## config.mk

```make
export PLATFORM = sky130hd
export DESIGN_NAME = switch_challenge_gen
export DESIGN_NICKNAME = d
export VERILOG_FILES = /design/src/rtl/switch_pkg.sv /design/src/rtl/btn_debounce.sv /design/src/rtl/switch_challenge_gen.sv
export SDC_FILE = /design/constraint.sdc
export NUM_CORES = 1
export LEC_CHECK = 0
export CAP_MARGIN = 0
export CORE_UTILIZATION = 52
export DETAILED_ROUTE_END_ITERATION = 10
export DONT_BUFFER_PORTS = 1
export PLACE_DENSITY = 0.63
export REMOVE_ABC_BUFFERS = 1
export SLEW_MARGIN = 30
export SYNTH_ARGS = -nofsm -noshare
export SYNTH_HDL_FRONTEND = slang
export SYNTH_SLANG_ARGS = --single-unit
```

## constraint.sdc

```tcl
create_clock -name Clk -period 3.75 [get_ports Clk]
set_clock_uncertainty 0.05 [all_clocks]
set_input_delay 0.5625 -clock Clk [delete_from_list [all_inputs] [get_ports Clk]]
set_output_delay 0.5625 -clock Clk [all_outputs]
set_load 0.005 [all_outputs]
```

## src/rtl/switch_pkg.sv

```systemverilog
// Shared types and constants for the switch puzzle: FSM state encoding,
// challenge field widths, LED colour constants and small decode helpers.
package switch_pkg;

    localparam int SW_TYPE_W   = 2;
    localparam int COLOR_W     = 3;
    localparam int TYPE_LED_W  = 4;
    localparam int LFSR_W      = 16;

    localparam int COLOR_R_BIT = 2;
    localparam int COLOR_G_BIT = 1;
    localparam int COLOR_B_BIT = 0;

    localparam logic [COLOR_W-1:0] LED_RED   = 3'b100;
    localparam logic [COLOR_W-1:0] LED_GREEN = 3'b010;
    localparam logic [COLOR_W-1:0] LED_OFF   = 3'b000;

    typedef enum logic [2:0] {
        IDLE,
        ARM,
        ACTIVE,
        SOLVED,
        EXPLODED
    } state_t;

    function automatic logic [TYPE_LED_W-1:0] type_onehot(input logic [SW_TYPE_W-1:0] t);
        return TYPE_LED_W'(1) << t;
    endfunction

    // The RGB LED pins are wired R,G,B high to low, matching the colour field layout.
    function automatic logic [COLOR_W-1:0] to_rgb(input logic [COLOR_W-1:0] c);
        return {c[COLOR_R_BIT], c[COLOR_G_BIT], c[COLOR_B_BIT]};
    endfunction

endpackage

```

## src/rtl/btn_debounce.sv

```systemverilog
// Push-button conditioner: 2-FF synchroniser followed by a stability counter.
// The clean level only follows the input after it has differed for more than DEB_CYCLES clocks.
module btn_debounce #(
    parameter int DEB_CYCLES = 200
) (
    input  logic Clk,
    input  logic rst,
    input  logic btn,
    output logic level,
    output logic rise
);

    localparam int CNT_W = $clog2(DEB_CYCLES + 1);
    localparam logic [CNT_W-1:0] CNT_LAST = CNT_W'(DEB_CYCLES);

    logic [1:0]       sync;
    logic [CNT_W-1:0] cnt;
    logic             btn_s;

    assign btn_s = sync[1];

    // Any return to the accepted level restarts the count, so bounces never accumulate.
    always_ff @(posedge Clk or posedge rst) begin
        if (rst) begin
            sync  <= '0;
            cnt   <= '0;
            level <= 1'b0;
            rise  <= 1'b0;
        end else begin
            sync <= {sync[0], btn};
            rise <= 1'b0;
            if (btn_s == level) begin
                cnt <= '0;
            end else if (cnt == CNT_LAST) begin
                level <= btn_s;
                rise  <= btn_s;
                cnt   <= '0;
            end else begin
                cnt <= cnt + 1'b1;
            end
        end
    end

endmodule

```

## src/rtl/switch_challenge_gen.sv

```systemverilog
// Challenge side of the switch puzzle: draws type/colour from a free-running LFSR on a
// debounced start press, pulses the checker reset, then tracks the checker's boom/done flags.
module switch_challenge_gen
    import switch_pkg::*;
#(
    parameter int          DEB_CYCLES  = 200,
    parameter int          BLINK_HALF  = 250,
    parameter int          PRST_CYCLES = 4,
    parameter logic [15:0] LFSR_SEED   = 16'hACE1
) (
    input  logic                  Clk,
    input  logic                  rst,
    input  logic                  start_btn,
    input  logic                  boom_in,
    input  logic                  done_in,
    output logic [SW_TYPE_W-1:0]  sw_type,
    output logic [COLOR_W-1:0]    color,
    output logic                  puzzle_rst,
    output logic [COLOR_W-1:0]    rgb_led,
    output logic [TYPE_LED_W-1:0] type_led,
    output logic                  armed,
    output logic                  solved,
    output logic                  exploded
);

    localparam int PRST_W  = (PRST_CYCLES > 1) ? $clog2(PRST_CYCLES) : 1;
    localparam int BLINK_W = (BLINK_HALF > 1) ? $clog2(BLINK_HALF) : 1;
    localparam logic [PRST_W-1:0]  PRST_LAST  = PRST_W'(PRST_CYCLES - 1);
    localparam logic [BLINK_W-1:0] BLINK_LAST = BLINK_W'(BLINK_HALF - 1);

    state_t              state, next_state;
    logic [LFSR_W-1:0]   lfsr, lfsr_next;
    logic [PRST_W-1:0]   arm_cnt;
    logic [BLINK_W-1:0]  blink_cnt;
    logic                blink_phase;
    logic [1:0]          boom_sync, done_sync;
    logic                boom_s, done_s;
    logic                start_level, start_rise, start_ev;

    btn_debounce #(
        .DEB_CYCLES(DEB_CYCLES)
    ) u_start_debounce (
        .Clk   (Clk),
        .rst   (rst),
        .btn   (start_btn),
        .level (start_level),
        .rise  (start_rise)
    );

    assign start_ev = start_rise & start_level;
    assign boom_s   = boom_sync[1];
    assign done_s   = done_sync[1];

    // Fibonacci taps 16,14,13,11; a zero state is forced back to the seed.
    always_comb begin
        lfsr_next = {lfsr[14:0], lfsr[15] ^ lfsr[13] ^ lfsr[12] ^ lfsr[10]};
        if (lfsr == '0) begin
            lfsr_next = LFSR_SEED;
        end
    end

    always_ff @(posedge Clk or posedge rst) begin
        if (rst) begin
            lfsr      <= LFSR_SEED;
            boom_sync <= '0;
            done_sync <= '0;
            state     <= IDLE;
        end else begin
            lfsr      <= lfsr_next;
            boom_sync <= {boom_sync[0], boom_in};
            done_sync <= {done_sync[0], done_in};
            state     <= next_state;
        end
    end

    // The draw uses the LFSR value of the ARM entry cycle and holds until the next ARM entry.
    always_ff @(posedge Clk or posedge rst) begin
        if (rst) begin
            sw_type <= '0;
            color   <= '0;
        end else if (next_state == ARM && state != ARM) begin
            sw_type <= lfsr_next[1:0];
            color   <= lfsr_next[4:2];
        end
    end

    always_ff @(posedge Clk or posedge rst) begin
        if (rst) begin
            arm_cnt <= '0;
        end else if (state == ARM) begin
            arm_cnt <= arm_cnt + 1'b1;
        end else begin
            arm_cnt <= '0;
        end
    end

    // Cleared outside ACTIVE/EXPLODED so ACTIVE always opens on a full ON half-period.
    always_ff @(posedge Clk or posedge rst) begin
        if (rst) begin
            blink_cnt   <= '0;
            blink_phase <= 1'b0;
        end else if (state == ACTIVE || state == EXPLODED) begin
            if (blink_cnt == BLINK_LAST) begin
                blink_cnt   <= '0;
                blink_phase <= ~blink_phase;
            end else begin
                blink_cnt <= blink_cnt + 1'b1;
            end
        end else begin
            blink_cnt   <= '0;
            blink_phase <= 1'b0;
        end
    end

    always_comb begin
        next_state = state;
        puzzle_rst = 1'b0;
        armed      = 1'b0;
        solved     = 1'b0;
        exploded   = 1'b0;
        rgb_led    = LED_OFF;
        type_led   = '0;
        unique case (state)
            IDLE: begin
                if (start_ev) next_state = ARM;
            end
            ARM: begin
                puzzle_rst = 1'b1;
                if (arm_cnt == PRST_LAST) next_state = ACTIVE;
            end
            ACTIVE: begin
                armed    = 1'b1;
                rgb_led  = blink_phase ? LED_OFF : to_rgb(color);
                type_led = type_onehot(sw_type);
                if (boom_s) begin
                    next_state = EXPLODED;
                end else if (done_s) begin
                    next_state = SOLVED;
                end
            end
            SOLVED: begin
                solved   = 1'b1;
                rgb_led  = LED_GREEN;
                type_led = type_onehot(sw_type);
                if (start_ev) next_state = ARM;
            end
            EXPLODED: begin
                exploded = 1'b1;
                rgb_led  = blink_phase ? LED_OFF : LED_RED;
                type_led = type_onehot(sw_type);
                if (start_ev) next_state = ARM;
            end
            default: next_state = IDLE;
        endcase
    end

endmodule
```

==> impl_metrics.ini <==
[synthesis]
synth.avg_cell_area_um2 = 11.7
yosysMostFrequentCell = dfrtp_1
ys_warn_count = 0
ys_seq_area_frac = 0.600
synth-seq-cells = 51
syn_area_mm2 = 0.00214
netlist_instances = 183
synth_area_leaders = dfrtp_1 50%, dfstp_2 9.8%, nor2_1 4.0%
synth-edff-count = 0
async_flop_share = 1.00
synth_flop_cell = dfrtp_1
yosys.area.top_type = dfrtp_1
synth_cell_types = 34
synthTopCellsByCount = 43 x dfrtp_1, 23 x nor2_1, 9 x nand3_1, 9 x xor2_1
synth_top_area_share = 0.502

[setup_path]
criticalPathCategory = register to output pin
worstPathCellList = nor2_1, a21oi_1, nor3b_1
max_stage_delay_ps = 510
rr_worst_depth = 4
critPathMaxFanout = 12
critPathArrivalTime_ps = 1520
required_ps = 3140
regToRegEndpoint = color[1]
slowest_stage = dfrtp_1
critPathCaptureType = output pin
crit_buf_inv = 0
r2r-start = state[0]
path_delay_family = simple AND/OR/NAND/NOR gates
cp-start-kind = register
reg2reg_slack_ps = 2200

[pwr]
net-switching-power_mw = 0.190
clockPowerShare = 0.401
p_leak_nw = 1.04
power.total_mw = 0.966
p_per_area_mw_per_mm2 = 424
ir_drop_mv = 0.226
switching_share = 0.197
seqPwrFrac = 0.581
power.internal_mw = 0.775
power_frac_comb = 0.018

[global_route]
antenna_found_initial = 0
grt_pass1_wl_um = 5730
globalRouteOverflowTotal = 0
grt_use_total = 0.179
grt_max_degree = 52
grt_pass1_vias = 1293

[sta]
max_freq_mhz = 469
timing_worst_slew_pin_value_ps = 597
timing.final.hold_violations = 0
finalCriticalPeriod_ps = 2130
rsz0062_at_grt = false
final.period_utilization = 0.568
final.setup.tns_ps = 0
maxSlewViolCount = 0
setup_viol = 0
relSlewSlack = 0.602

[layout]
fillers = 311
instances_no_fill = 228
area_growth_pct = 6.18
diodes = 0
finalNetCount = 189
drive_gt1_frac = 0.156

[clock_tree]
cts_max_level = 2
cts_sinks = 51
clk_pin_slew_ps = 90
cts-resized-gates = 0
postCtsSetupBuffers = 0
cts_max_path_buffers = 2
cts_buffers = 5
clk_latency_ps = 300
ctsRootBufferMaster = clkbuf_8
ctsHoldBuffers = 0
cts_tree = done

[die]
num_rows = 22
die_height_um = 66.2
die-area_mm2 = 0.00439
core_area_mm2 = 0.00380
die-width_um = 66.2
pin_count = 21
initial_utilization = 0.565

[job]
drv_cap = 0

[placement]
place_hpwl_um = 2340
portBuffers = 0
gp_congestion = 0.794
place_inst = 220

[route]
via_per_inst = 5.43
first_pass_iters = 5
antenna_left = 0
drc = 0
detail_route.wl_per_cell_um = 14.6
wirelength_um = 3320
num_vias = 1239
drtIter0Drc = 88

[run_status]
outcome = complete, no violations

[worst_hold_path]
hp-class = input pin to async pin
registers in the layout (all words and copies together), names as in the netlist:
name / count
lfsr: 16
blink_cnt: 8
u_start_debounce.cnt: 8
color: 3
state: 3
arm_cnt: 2
boom_sync: 2
done_sync: 2
sw_type: 2
u_start_debounce.sync: 2
blink_phase: 1
u_start_debounce.level: 1
u_start_debounce.rise: 1
power groups by stage:
stage,combinational [mW],sequential [mW],clock (mW)
2_1_floorplan,0.0142,0.570,0
3_5_place_dp,0.0186,0.572,0
6_report,0.0175,0.561,0.387
4_1_cts,0.0186,0.561,0.400
3_3_place_gp,0.0177,0.572,0
5_1_grt,0.0209,0.562,0.420
cells in the final DEF (no fill, tap or decap), drive strengths merged:
cell type and count:
mux2 6, dfstp 8, and2 3, and3 5
xnor2 8, bufinv 1, nand2b 6, a21oi 7
inv 6, a311oi 1, o32ai 1, nor3b 4
nand4 2, and4b 1, nand2 8, nor4 4
or2b 5, nand3 9, nor3 2, xor2 9
ha 5, a22oi 1, dfrtp 43, nor2b 3
nor2 24, clkbuf 6, clkinv 1, and3b 1
logic make-up (layout without fill, tap and decap cells):
group | count (synthesis) | after routing | share of synthesized area
AO/OA/AOI/OAI | 10 | 10 | 0.0298
buffers and inverters | 17 | 14 | 0.0327
adder cells (fa/ha/maj) | 5 | 5 | 0.0292
flip-flops | 51 | 51 | 0.600
multiplexers | 6 | 6 | 0.0403
XOR/XNOR | 17 | 17 | 0.0694
AND/OR/NAND/NOR | 77 | 77 | 0.199
routing by layer:
metal  track usage  vias to the layer above  wire length (um)
met1         0.225                      630              1580
met3        0.0569                        5                96
met4        0.0479                        0                29
li1              -                      591                 -
met2         0.298                       13              1610
met5             0                        -                 0
layout make-up:
type                       count  area [um2]  share of cell area
clock inverter                 2        35.0              0.0154
sequential                    51        1290               0.565
multi-input combinational    115         788               0.346
tap                           48        60.1              0.0264
clock buffer                   6        82.6              0.0363
inverter                       6        25.0              0.0110
per-stage QoR:
| stage | setup slack, ps | hold slack [ps] | util | cell area [um2] |
|---|---|---|---|---|
| 2_1_floorplan | 1920 | 281 | - | 2100 |
| 3_3_place_gp | 2010 | 298 | 0.568 | 2160 |
| 3_5_place_dp | 1960 | 296 | 0.569 | 2160 |
| 4_1_cts | 1610 | 171 | 0.599 | 2280 |
| 5_1_grt | 1460 | 197 | 0.599 | 2280 |
| 6_report | 1620 | 151 | 0.599 | 2280 |
worst register-to-register path: cells and delay by family, from the launching register on:
kind,cells,cell delay [ps]
AOI/OAI and AO/OA,1,80
DFF,1,510
muxes,1,320
and+or+nand+nor,2,480
worst max-delay path by stage:
stage               startpoint          end  depth (start not counted)
floorplan                  rst   arm_cnt[0]                          1
global placement      state[2]   rgb_led[2]                          4
detailed placement    state[0]  type_led[3]                          3
CTS                   state[0]  type_led[2]                          3
global route          state[0]  type_led[2]                          3
finish                state[0]  type_led[2]                          3
Note: power is estimated with default switching activity, not from simulation.
